<file path="config.mk">
export PLATFORM = sky130hd
export DESIGN_NAME = fft_band_peak_extractor
export DESIGN_NICKNAME = d
export VERILOG_FILES = /design/src/rtl/fft_band_peak_extractor.sv
export SDC_FILE = /design/constraint.sdc
export NUM_CORES = 1
export LEC_CHECK = 0
export ABC_AREA = 1
export CAP_MARGIN = 20
export CORE_ASPECT_RATIO = 2
export CORE_MARGIN = 2
export CORE_UTILIZATION = 50
export CTS_BUF_LIST = sky130_fd_sc_hd__clkbuf_8
export DETAILED_ROUTE_END_ITERATION = 8
export HOLD_SLACK_MARGIN = 0.15
export PLACE_DENSITY = 0.68
export SYNTH_ARGS = -nofsm -noshare
export SYNTH_HDL_FRONTEND = slang
export SYNTH_SLANG_ARGS = --single-unit
</file>
<file path="constraint.sdc">
create_clock -name clk -period 5.4 [get_ports clk]
set_input_delay 1.08 -clock clk [delete_from_list [all_inputs] [get_ports clk]]
set_output_delay 1.08 -clock clk [all_outputs]
set_load 0.03 [all_outputs]
</file>
<file path="src/rtl/fft_band_peak_extractor.sv">
// Scans one half-spectrum from the FFT core's DMA port, keeps the strongest L1-magnitude bin
// per band, and streams one peak record per band before releasing the core with fin.
module fft_band_peak_extractor #(
  parameter int FFT_LENGTH = 1024,
  parameter int FFT_DW     = 16,
  parameter int NUM_BANDS  = 4,
  parameter int FFT_N      = $clog2(FFT_LENGTH)
) (
  input  logic                         clk,
  input  logic                         rst_n,
  input  logic                         fft_done,
  input  logic signed [7:0]            fft_bfpexp,
  output logic                         dmaact,
  output logic [FFT_N-1:0]             dmaa,
  input  logic signed [FFT_DW-1:0]     dmadr_real,
  input  logic signed [FFT_DW-1:0]     dmadr_imag,
  output logic                         fin,
  output logic                         peak_valid,
  input  logic                         peak_ready,
  output logic [$clog2(NUM_BANDS)-1:0] peak_band,
  output logic [FFT_N-2:0]             peak_bin,
  output logic [FFT_DW:0]              peak_mag,
  output logic signed [7:0]            peak_exp,
  output logic                         busy,
  output logic [15:0]                  frame_count
);
  localparam int BAND_W = (FFT_LENGTH / 2) / NUM_BANDS;
  localparam int BB     = $clog2(NUM_BANDS);
  localparam int BIN_W  = FFT_N - 1;
  localparam int MAG_W  = FFT_DW + 1;
  localparam logic [FFT_N-1:0] LAST_ADDR = FFT_N'(FFT_LENGTH / 2 - 1);
  localparam logic [BB-1:0]    LAST_BAND = BB'(NUM_BANDS - 1);

  typedef enum logic [2:0] {
    S_IDLE, S_SCAN, S_DRAIN, S_EMIT, S_FIN, S_WAIT_CLR
  } state_t;

  state_t           state;
  logic             rd_vld;
  logic [BIN_W-1:0] rd_addr;
  logic [BB-1:0]    emit_idx;
  logic [MAG_W-1:0] band_mag [NUM_BANDS];
  logic [BIN_W-1:0] band_bin [NUM_BANDS];

  logic [MAG_W-1:0] ext_re, ext_im, abs_re, abs_im, sample_mag;
  logic [BB-1:0]    sample_band;

  // Sign-extend by one bit first so |-2^(DW-1)| is representable without overflow.
  always_comb begin
    ext_re     = {dmadr_real[FFT_DW-1], dmadr_real};
    ext_im     = {dmadr_imag[FFT_DW-1], dmadr_imag};
    abs_re     = dmadr_real[FFT_DW-1] ? (~ext_re + MAG_W'(1)) : ext_re;
    abs_im     = dmadr_imag[FFT_DW-1] ? (~ext_im + MAG_W'(1)) : ext_im;
    sample_mag = (rd_addr == '0) ? '0 : (abs_re + abs_im);
  end

  assign sample_band = rd_addr[BIN_W-1 -: BB];

  // Record fields come straight from the band registers, which are frozen outside SCAN/DRAIN.
  assign peak_band = emit_idx;
  assign peak_bin  = band_bin[emit_idx];
  assign peak_mag  = band_mag[emit_idx];

  // Handshake: a record transfers on a rising edge with peak_valid && peak_ready; while valid
  // and not ready the fields hold, and valid only drops without a transfer on abort or reset.
  always_ff @(posedge clk or negedge rst_n) begin
    if (!rst_n) begin
      state       <= S_IDLE;
      dmaact      <= 1'b0;
      dmaa        <= '0;
      fin         <= 1'b0;
      peak_valid  <= 1'b0;
      busy        <= 1'b0;
      frame_count <= '0;
      emit_idx    <= '0;
      peak_exp    <= '0;
      rd_vld      <= 1'b0;
      rd_addr     <= '0;
      for (int b = 0; b < NUM_BANDS; b++) begin
        band_mag[b] <= '0;
        band_bin[b] <= '0;
      end
    end else begin
      rd_vld  <= dmaact;
      rd_addr <= dmaa[BIN_W-1:0];

      // Strict compare: ties keep the earlier (lower) bin.
      if ((state == S_SCAN || state == S_DRAIN) && rd_vld &&
          (sample_mag > band_mag[sample_band])) begin
        band_mag[sample_band] <= sample_mag;
        band_bin[sample_band] <= rd_addr;
      end

      case (state)
        S_IDLE: begin
          if (fft_done) begin
            state    <= S_SCAN;
            busy     <= 1'b1;
            dmaact   <= 1'b1;
            dmaa     <= '0;
            peak_exp <= fft_bfpexp;
            for (int b = 0; b < NUM_BANDS; b++) begin
              band_mag[b] <= '0;
              band_bin[b] <= BIN_W'(b * BAND_W);
            end
          end
        end
        S_SCAN: begin
          if (!fft_done) begin
            state  <= S_IDLE;
            busy   <= 1'b0;
            dmaact <= 1'b0;
            dmaa   <= '0;
          end else if (dmaa == LAST_ADDR) begin
            state  <= S_DRAIN;
            dmaact <= 1'b0;
            dmaa   <= '0;
          end else begin
            dmaa <= dmaa + FFT_N'(1);
          end
        end
        S_DRAIN: begin
          if (!fft_done) begin
            state <= S_IDLE;
            busy  <= 1'b0;
          end else begin
            state      <= S_EMIT;
            peak_valid <= 1'b1;
            emit_idx   <= '0;
          end
        end
        S_EMIT: begin
          if (!fft_done) begin
            state      <= S_IDLE;
            busy       <= 1'b0;
            peak_valid <= 1'b0;
            emit_idx   <= '0;
          end else if (peak_ready) begin
            if (emit_idx == LAST_BAND) begin
              state       <= S_FIN;
              peak_valid  <= 1'b0;
              emit_idx    <= '0;
              fin         <= 1'b1;
              frame_count <= frame_count + 16'd1;
            end else begin
              emit_idx <= emit_idx + BB'(1);
            end
          end
        end
        S_FIN: begin
          fin   <= 1'b0;
          state <= S_WAIT_CLR;
        end
        S_WAIT_CLR: begin
          if (!fft_done) begin
            state <= S_IDLE;
            busy  <= 1'b0;
          end
        end
        default: begin
          state <= S_IDLE;
          busy  <= 1'b0;
        end
      endcase
    end
  end
endmodule

</file>
==> reports/results.ini, run 1 <==
[clock_network]
cts_buffers = 17
clk_latency_ns = 0.49
cts.sinks = 157
cts_buffer_depth = 2
cts_tree = done
cts_root_buffer = clkbuf_8
ctsHoldBuffers = 0
htreeDepth = 4
path_clk_slew_ns = 0.09

[placed_design]
dpl-instance-area_mm2 = 0.0121
gp_congestion = 0.893
dp_hpwl_mm = 20.3
port_buffers = 109
dp.cells = 1885

[detailed_routing]
drt-total-wl_mm = 29.4
drtIter0Drc = 503
ant_nets = 0
wl_per_cell_um = 15.2
vias_per_cell = 5.17
dr.pass1.iters = 5
dr_total_vias = 9965
drc = 0

[synth]
synth_ff_type = dfrtp_1
yosys_warnings = 0
ys_seq_area_share_pct = 37.8
syn_inst = 1504
ys_seq_elements = 157
synth.distinct_cells = 44
synth_area_leaders = dfrtp_1, nand2_1, nor2_1
synth_area_mm2 = 0.0104
synth_edf_count = 0
synth_nets = 1587
synth_top_cell_area_share_pct = 37.8
yosysTopAreaCell = dfrtp_1
async_flop_share_pct = 100
synth_common_cells = nand2_1, nor2_1, inv_1
avgSynthCellArea_um2 = 6.91
synth_most_common_cell = nand2_1

[hold_path]
hold-path-endpoint = rd_vld$_DFF_PN0_
hold_path_class = reg2reg
worstHoldStart = dmaact$_DFFE_PN0P_
hold_depth = 0

[setup_path]
path_buf_inv = 9
crit_type = in2reg
worstRegToRegCells = 19
crit_arrival_ns = 5.60
r2r_end = band_mag[52]$_DFF_PN0_
cp.required_ns = 5.77
crit_top_cell = nand2_1
endpoint_kind = register
cp_top_family = simple AND/OR/NAND/NOR gates
cp_slowest_cell = clkdlybuf4s50_1
worst_setup_path_start_kind = input port
r2r_setup_slack_ns = 1.73
critical_path.max_fanout = 8
slowest_delay_ns = 0.44
r2r_start = rd_addr[7]$_DFF_PN0_

[timing]
finalMaxSlewViolations = 0
worst_pin_slew_ns = 1.04
finalCritPeriodShare_pct = 96.7
setup_viol = 0
min_period_ns = 5.22
relSlewSlack_pct = 30.7
max_freq_mhz = 191
hold_viol_final = 0
fin_skew_ns = 0.0165

[grt]
grt-ovfl-total = 0
grt_pass1_vias = 9631
grt_first_pass_wirelength_mm = 46.7
grt_use_total_pct = 26.6
grt_max_degree = 105
antenna_found_initial = 0

[cells_and_area]
postLayoutCoreUtil_pct = 62.4
nets = 1731
areaGrowthSynthToFinish_pct = 22.4
n_antenna_cell = 0
final_area_mm2 = 0.0127
drive_gt1_share_pct = 11.1
instances_no_fill = 1926

[pwr]
power_density_mw_per_mm2 = 399
irDropWorstVdd_v = 0.000230
leakagePower_nw = 6.91
p_total_mw = 5.08

[flow_run]
maxCapViolations = 0

[die]
core.rowCount = 74
core-area_mm2 = 0.0204
ios = 110
die_w_um = 106
start_util_pct = 51.0
fp.dieH_um = 208
dieArea_mm2 = 0.0220

[run_status]
outcome = completed

## worst register-to-register path: stages, from the launching register on
cell and delay [ns]:
dfrtp_1 0.41, inv_1 0.07, nor2_1 0.78, buf_4 0.42
a22oi_1 0.12, o221ai_1 0.11, ha_1 0.31, nand2_1 0.18
inv_1 0.07, nand2_1 0.06, nand2_1 0.07, nand2_1 0.09
nand2_1 0.05, nand2_1 0.10, nand2_4 0.11, nand3_4 0.27
clkbuf_16 0.22, nand2_1 0.05, inv_1 0.04, nor2_1 0.03
## timing repair
item                       CTS  global route
gates resized for setup      0            44
buffers inserted             0             6
setup endpoints to repair    0           104
## power breakdown
group          internal (mW)  total (mW)  switching, mW
Combinational           1.05        2.84           1.79
Sequential              1.31        1.40         0.0957
Clock                  0.335       0.829          0.494
## cell type report
class	count	area, um2
clock buffers	18	248
clock inverters	13	108
fillers	1947	7650
inverters	235	888
multi-input cells	1055	5410
flip-flops and latches	157	3930
well taps	266	333
repair buffers	182	1800
## metrics by stage
step | setup WS (ns) | hold WS (ns) | TNS, ns
floorplan | 0.770 | 0.433 | 0
global placement | -0.253 | 0.425 | -11.48
detailed placement | -0.392 | 0.434 | -27.04
CTS | 0.118 | 0.456 | 0
global route | -0.131 | 0.461 | -3.09
finish | 0.177 | 0.447 | 0
## cell usage in the layout, fill, tap and decap left out, types with 4 or more instances in the layout
| cell | instances |
|---|---|
| nand3_4 | 5 |
| clkbuf_8 | 18 |
| or2_2 | 7 |
| nand4_1 | 8 |
| nor2_1 | 228 |
| nand3_1 | 65 |
| nand3_2 | 7 |
| a21oi_1 | 96 |
| nand3b_1 | 4 |
| xor2_1 | 32 |
| a21oi_2 | 7 |
| clkdlybuf4s50_1 | 108 |
| inv_1 | 217 |
| o221ai_1 | 16 |
| buf_12 | 7 |
| buf_6 | 4 |
| nor2_2 | 8 |
| o21ai_1 | 5 |
| clkinvlp_4 | 5 |
| xnor2_1 | 12 |
| o21ai_0 | 42 |
| dfrtp_1 | 157 |
| nand2_2 | 10 |
| nor3_2 | 4 |
| o22ai_1 | 4 |
| buf_4 | 59 |
| a22oi_1 | 17 |
| inv_2 | 14 |
| inv_6 | 6 |
| nand2_1 | 393 |
| a31oi_1 | 4 |
| nor3_1 | 14 |
| ha_1 | 36 |
| nor2_4 | 8 |
## worst max path at each step
stage                        from  depth (start not counted)                      to  slack, ns
finish              dmadr_real[0]                         34  band_mag[52]$_DFF_PN0_       0.18
global route        dmadr_real[0]                         34  band_mag[65]$_DFF_PN0_      -0.13
CTS                 dmadr_real[0]                         30  band_mag[43]$_DFF_PN0_       0.12
detailed placement  dmadr_real[0]                         30  band_mag[43]$_DFF_PN0_      -0.39
global placement    dmadr_real[0]                         30  band_mag[41]$_DFF_PN0_      -0.25
floorplan           dmadr_real[1]                         30  band_mag[47]$_DFF_PN0_       0.77
## layer usage
layer | vias up | part of all wire (%) | global-route usage (%)
li1 | 4990 | - | -
met1 | 4621 | 38 | 28.9
met2 | 282 | 55 | 50.5
met3 | 72 | 3.4 | 3.67
met4 | 0 | 3.8 | 11.3
met5 | - | 0 | 0
## registers in the layout, indices dropped and copies added, names as in the netlist, 2 cells and up
signal / flops
band_mag: 68
dmaa: 10
rd_addr: 9
peak_band: 2
band_bin: 36
state: 3
frame_count: 16
peak_exp: 8
## logic make-up (layout without fill, tap and decap cells)
logic type	Yosys count	count (layout)	synth area share, %
and+or+nand+nor	773	774	31.5
buffers and inverters	293	448	11.4
AOI/OAI and AO/OA	198	198	10.8
DFF	157	157	37.8
xor gates and xnor gates	44	44	3.71
adders and majority gates	39	39	4.77
Power figures use the tool's default switching activity.
==> inputs of run 2 (changes only) <==
--- a/config.mk
+++ b/config.mk
@@ -9,11 +9,11 @@
 export CAP_MARGIN = 20
 export CORE_ASPECT_RATIO = 2
 export CORE_MARGIN = 2
-export CORE_UTILIZATION = 50
+export CORE_UTILIZATION = 31
 export CTS_BUF_LIST = sky130_fd_sc_hd__clkbuf_8
 export DETAILED_ROUTE_END_ITERATION = 8
 export HOLD_SLACK_MARGIN = 0.15
-export PLACE_DENSITY = 0.68
+export PLACE_DENSITY = 0.45
 export SYNTH_ARGS = -nofsm -noshare
 export SYNTH_HDL_FRONTEND = slang
 export SYNTH_SLANG_ARGS = --single-unit
==> run 2 against run 1 <==
Sequential share of layout area decreased by 0.61 points. Clock power increased by 16%. Non-clock buffer count increased by 12. First-iteration DRC count increased by 8.0%. Global-route usage decreased by 7.4 points. Maximum frequency increased by 3.9%. Die area increased by 59%. Flip-flop and latch count unchanged. Critical endpoint is now band_mag[63]$_DFF_PN0_.
==> reports/results.ini, run 2 (synthesized netlist as in run 1, its figures left out) <==
[timing]
worst_pin_slew_ns = 1.03  ; -0.00914 ns
fin_skew_ns = 0.0202  ; +0.00362 ns
max_freq_mhz = 199  ; +3.9%
finalCritPeriodShare_pct = 93.1  ; -3.6 points
min_period_ns = 5.03  ; -0.195 ns
setup_tns_ns = 0  ; unchanged
setup_viol = 0  ; unchanged
relSlewSlack_pct = 31.4  ; +0.70 points
finalMaxSlewViolations = 0  ; unchanged
hold_viol_final = 0  ; unchanged

[setup_path]
crit_type = in2reg
cp.required_ns = 5.78  ; about the same
slowest_delay_ns = 0.41  ; -0.03 ns
critical_path.max_fanout = 15  ; +7
worst_setup_path_start_kind = input port
cp_top_family = simple AND/OR/NAND/NOR gates
path_buf_inv = 5  ; -4
cp_slowest_cell = clkdlybuf4s50_1
crit_arrival_ns = 5.41  ; -0.19 ns
endpoint_kind = register
crit_top_cell = nand2_1

[pwr]
irDropWorstVdd_v = 0.000189  ; -18%
leakagePower_nw = 6.99  ; +1.1%
power_density_mw_per_mm2 = 396  ; -0.72%

[grt]
grt_max_degree = 95  ; -9.5%
grt-ovfl-total = 0  ; unchanged
grt_use_total_pct = 19.2  ; -7.4 points
grt_first_pass_wirelength_mm = 52.6  ; +13%
antenna_found_initial = 1  ; +1
grt_pass1_vias = 9852  ; +2.3%

[cells_and_area]
reg_top3 = band_mag: 68 flops, band_bin: 36 flops, frame_count: 16 flops
top_register = band_mag
layout_common_cells = nand2_1, nor2_1, inv_1
fillCellCount = 3537  ; +82%
areaGrowthSynthToFinish_pct = 24.8
nets = 1743  ; +0.69%
largest_register_ffs = 68  ; unchanged
instances_no_fill = 2106  ; +9.3%
drive_gt1_share_pct = 10.3  ; -0.80 points
layout_commonest_cell = nand2_1

[clock_network]
cts.sinks = 157  ; unchanged
cts_buffer_depth = 2  ; unchanged
cts_buffers = 17  ; unchanged
cts_root_buffer = clkbuf_8
cts_tree = done
path_clk_slew_ns = 0.10  ; about the same
clk_latency_ns = 0.49  ; about the same
htreeDepth = 4  ; unchanged

[flow_run]
maxCapViolations = 0  ; unchanged

[detailed_routing]
wl_per_cell_um = 15.8  ; +3.4%
drc = 0  ; unchanged
dr.pass1.iters = 5  ; unchanged
drtIter0Drc = 543  ; +8.0%
ant_nets = 0  ; unchanged
dr_total_vias = 9781  ; -1.8%
vias_per_cell = 4.64  ; -10%
drt-total-wl_mm = 33.2  ; +13%

[die]
ios = 110  ; unchanged
dieArea_mm2 = 0.0351  ; +59%
start_util_pct = 31.6  ; -19 points
core-area_mm2 = 0.0329  ; +62%
core.rowCount = 94  ; +27%
die_w_um = 133  ; +26%
fp.dieH_um = 263  ; +26%

[run_status]
outcome = completed

[placed_design]
dp_hpwl_mm = 23.3  ; +15%
port_buffers = 109  ; unchanged
dp.cells = 2070  ; +9.8%
gp_congestion = 0.805  ; -9.9%

[hold_path]
hold_path_class = reg2reg

==> run 2: layout make-up <==
class	instances	area, um2	share of cell area (%)
repair buffers	194	1880	14.5
well taps	432	541	4.17
clock inverters	15	180	1.39
flip-flops and latches	157	3930	30.3
diodes	1	2.50	0.0193
multi-input cells	1055	5320	41.0
clock buffers	17	234	1.80
inverters	235	886	6.83
==> run 2: worst paths after layout <==
check                                     start                           to  slack [ns]  cells after the start
setup / recovery                  dmadr_imag[2]       band_mag[63]$_DFF_PN0_        0.37                     28
hold / removal               dmaact$_DFFE_PN0P_             rd_vld$_DFF_PN0_        0.44                      0
setup reg to reg           rd_addr[2]$_DFF_PN0_       band_mag[63]$_DFF_PN0_        1.83                     18
hold reg to reg              dmaact$_DFFE_PN0P_             rd_vld$_DFF_PN0_        0.44                      0
max in group asynchronous                 rst_n  frame_count[11]$_DFFE_PN0P_        3.84                      2
min in group asynchronous                 rst_n       band_mag[11]$_DFF_PN0_        0.60                      1
==> run 2: routing by layer <==
metal  GRT usage (%)  part of all wire (%)
met5               0                     0
met4            6.90                   2.3
met3            2.31                   3.2
met2            38.1                    56
met1            20.2                    38
==> run 2: what timing repair did <==
item | 4_1_cts | 5_1_grt
gates resized for setup | 0 | 8
hold buffers | 0 | 0
setup buffers | 0 | 2
setup endpoints to repair | 0 | 104
==> run 2: report_power, final <==
group,leakage [nW],switching [mW],internal [mW],total (mW)
logic,4.67,1.77,1.00,2.77
clock network,0.204,0.536,0.429,0.965
registers,2.11,0.0990,1.31,1.41
total,6.99,2.41,2.74,5.14
==> run 2: stage by stage <==
stage | cell area, um2 | utilization, % | power (mW) | hold slack [ns] | setup WS, ns
finish | 13000 | 39.4 | 5.14 | 0.441 | 0.372
global route | 13000 | 39.4 | 5.51 | 0.452 | -0.00895
CTS | 12900 | 39.2 | 5.18 | 0.439 | 0.0941
detailed placement | 12500 | 38.0 | 4.19 | 0.419 | -0.430
global placement | 12500 | 38.0 | 4.19 | 0.402 | -0.335
floorplan | 10400 | - | 3.13 | 0.433 | 0.770
==> inputs of run 3 (changes only) <==
--- a/config.mk
+++ b/config.mk
@@ -14,6 +14,7 @@
 export DETAILED_ROUTE_END_ITERATION = 8
 export HOLD_SLACK_MARGIN = 0.15
 export PLACE_DENSITY = 0.45
+export RECOVER_POWER = 100
 export SYNTH_ARGS = -nofsm -noshare
 export SYNTH_HDL_FRONTEND = slang
 export SYNTH_SLANG_ARGS = --single-unit
==> run 3 against run 2 <==
The flow now finishes with violations (capacitance limit, slew limit). Combinational power fell by 2%. Sequential power hardly changed. Core utilization down 0.12 points. Design area is 0.31% lower. First-iteration DRC count fell by 2.2%. Non-clock buffer count did not move. Flip-flop and latch count is the same. Critical path type is now reg2out. Maximum frequency down 1.7%.
==> reports/results.ini, run 3 (synthesized netlist as in run 1, its figures left out) <==
[run_status]
outcome = finished with violations
violations = capacitance limit, slew limit

[clock_network]
cts_tree = done
cts_buffer_depth = 2  ; unchanged
cts_buffers = 17  ; unchanged
ctsHoldBuffers = 0  ; unchanged
path_clk_slew_ns = 0.10  ; about the same
clk_latency_ns = 0.49  ; about the same
cts.sinks = 157  ; unchanged
htreeDepth = 4  ; unchanged
cts_root_buffer = clkbuf_8

[pwr]
irDropWorstVdd_v = 0.000191  ; +0.56%
power_density_mw_per_mm2 = 393  ; -0.86%
leakagePower_nw = 7.12  ; +1.9%

[timing]
max_freq_mhz = 196  ; -1.7%
setup_tns_ns = 0  ; unchanged
hold_viol_final = 0  ; unchanged
finalMaxSlewViolations = 100  ; +100
finalCritPeriodShare_pct = 94.7  ; +1.6 points
min_period_ns = 5.11  ; +0.0850 ns
relSlewSlack_pct = -181  ; -210 points
worst_pin_slew_ns = 4.21  ; +3.19 ns
fin_skew_ns = 0.0196  ; -0.000586 ns
setup_viol = 0  ; unchanged
hold_ws_ns = 0.437  ; -0.00440 ns

[die]
ios = 110  ; unchanged
die_w_um = 133  ; unchanged
core-area_mm2 = 0.0329  ; unchanged
dieArea_mm2 = 0.0351  ; unchanged
core.rowCount = 94  ; unchanged
fp.dieH_um = 263  ; unchanged
start_util_pct = 31.6  ; unchanged

[cells_and_area]
fillCellCount = 3546  ; +0.25%
drive_gt1_share_pct = 9.86  ; -0.48 points
largest_register_ffs = 68  ; unchanged
final_area_mm2 = 0.0129  ; -0.31%
nets = 1743  ; unchanged
reg_top3 = band_mag: 68 flops, band_bin: 36 flops, frame_count: 16 flops
areaGrowthSynthToFinish_pct = 24.5
multi_input_area_mm2 = 0.00530  ; -0.47%
top_register = band_mag
layout_commonest_cell = nand2_1
layout_common_cells = nand2_1, nor2_1, inv_1
instances_no_fill = 2106  ; unchanged
seq_area_mm2 = 0.00393  ; unchanged

[detailed_routing]
drtIter0Drc = 531  ; -2.2%
drt-total-wl_mm = 33.2  ; unchanged
drc = 0  ; unchanged
vias_per_cell = 4.65  ; about the same
dr_total_vias = 9783  ; +0.020%
wl_per_cell_um = 15.8  ; unchanged
dr.pass1.iters = 5  ; unchanged
ant_nets = 0  ; unchanged

[setup_path]
worst_setup_path_start_kind = register
cp.required_ns = 4.32  ; -1.46 ns
cp_slowest_cell = clkbuf_1
endpoint_kind = output port
crit_arrival_ns = 4.03  ; -1.38 ns
slowest_delay_ns = 1.61  ; +1.20 ns
cp_top_family = buffers and inverters
worstPathCellList = clkbuf_1 > o21ai_0 > o22ai_1 > dlygate4sd3_1
crit_type = reg2out
path_buf_inv = 2  ; -3
critical_path.max_fanout = 30  ; +15

[placed_design]
gp_congestion = 0.805  ; unchanged
dp_hpwl_mm = 23.3  ; unchanged
port_buffers = 109  ; unchanged
dp.cells = 2070  ; unchanged
dpl-instance-area_mm2 = 0.0125  ; unchanged

[hold_path]
hold_path_class = reg2reg

[grt]
grt_max_degree = 95  ; unchanged
grt_pass1_vias = 9852  ; unchanged
antenna_found_initial = 1  ; unchanged
grt_use_total_pct = 19.2  ; unchanged
grt-ovfl-total = 0  ; unchanged
grt_first_pass_wirelength_mm = 52.6  ; unchanged

[flow_run]
maxCapViolations = 2  ; +2

-- run 3: changes by cell type in the layout (fill, tap and decap cells not counted), moves of 2 or more --
cell / delta
clkdlybuf4s50_1: -66
dlygate4sd3_1: +66
clkbuf_1: +3
nor2_1: +3
buf_4: -2
nor2_2: -2
-- run 3: worst paths after layout --
path / end / depth (start not counted) / start / slack, ns
worst min-delay path: rd_vld$_DFF_PN0_ / 0 / dmaact$_DFFE_PN0P_ / 0.44
worst max register to register: frame_count[11]$_DFFE_PN0P_ / 11 / peak_band[0]$_DFFE_PN0P_ / 1.59
worst min register to register: rd_vld$_DFF_PN0_ / 0 / dmaact$_DFFE_PN0P_ / 0.44
worst max-delay path: peak_bin[7] / 4 / peak_band[0]$_DFFE_PN0P_ / 0.29
min in group asynchronous: band_mag[11]$_DFF_PN0_ / 1 / rst_n / 2.05
max in group asynchronous: band_mag[39]$_DFF_PN0_ / 1 / rst_n / 0.97
-- run 3: worst reg2reg max path, delay by kind of cell, from the launching register on --
kind / cells / cell delay (ns)
compound gates: 1 / 0.17
simple gates: 7 / 1.10
fa+ha+maj: 1 / 0.36
flops: 1 / 0.37
buf+inv: 2 / 1.69
-- run 3: repair_timing --
item	in CTS	in global routing
buffers inserted	0	2
gates resized for setup	0	8
endpoints found under the setup margin	0	104
-- run 3: area by class of cell --
type	instances	area share, %
Multi-Input combinational cell	1055	41.0
Sequential cell	157	30.4
Timing Repair Buffer	194	14.4
Inverter	235	6.85
Tap cell	432	4.18
Clock buffer	17	1.81
Clock inverter	15	1.39
Antenna cell	1	0.0193
-- run 3: metal layers --
layer | track usage, % | wire length, um
met4 | 6.90 | 789
met5 | 0 | 0
met1 | 20.2 | 12600
met3 | 2.31 | 1070
met2 | 38.1 | 18700
-- run 3: where the power goes --
group | switching [mW] | internal [mW] | total [mW]
clock | 0.537 | 0.429 | 0.966
sequential | 0.0965 | 1.31 | 1.41
combinational | 1.77 | 0.947 | 2.71
total | 2.40 | 2.68 | 5.08
-- run 3: metrics by stage --
step	setup WS [ns]	total power, mW	utilization, %
2_1_floorplan	0.770	3.13	-
3_3_place_gp	-0.335	4.19	38.0
3_5_place_dp	-0.430	4.19	38.0
4_1_cts	0.0941	5.18	39.2
5_1_grt	-0.00894	5.46	39.3
6_report	0.287	5.08	39.3
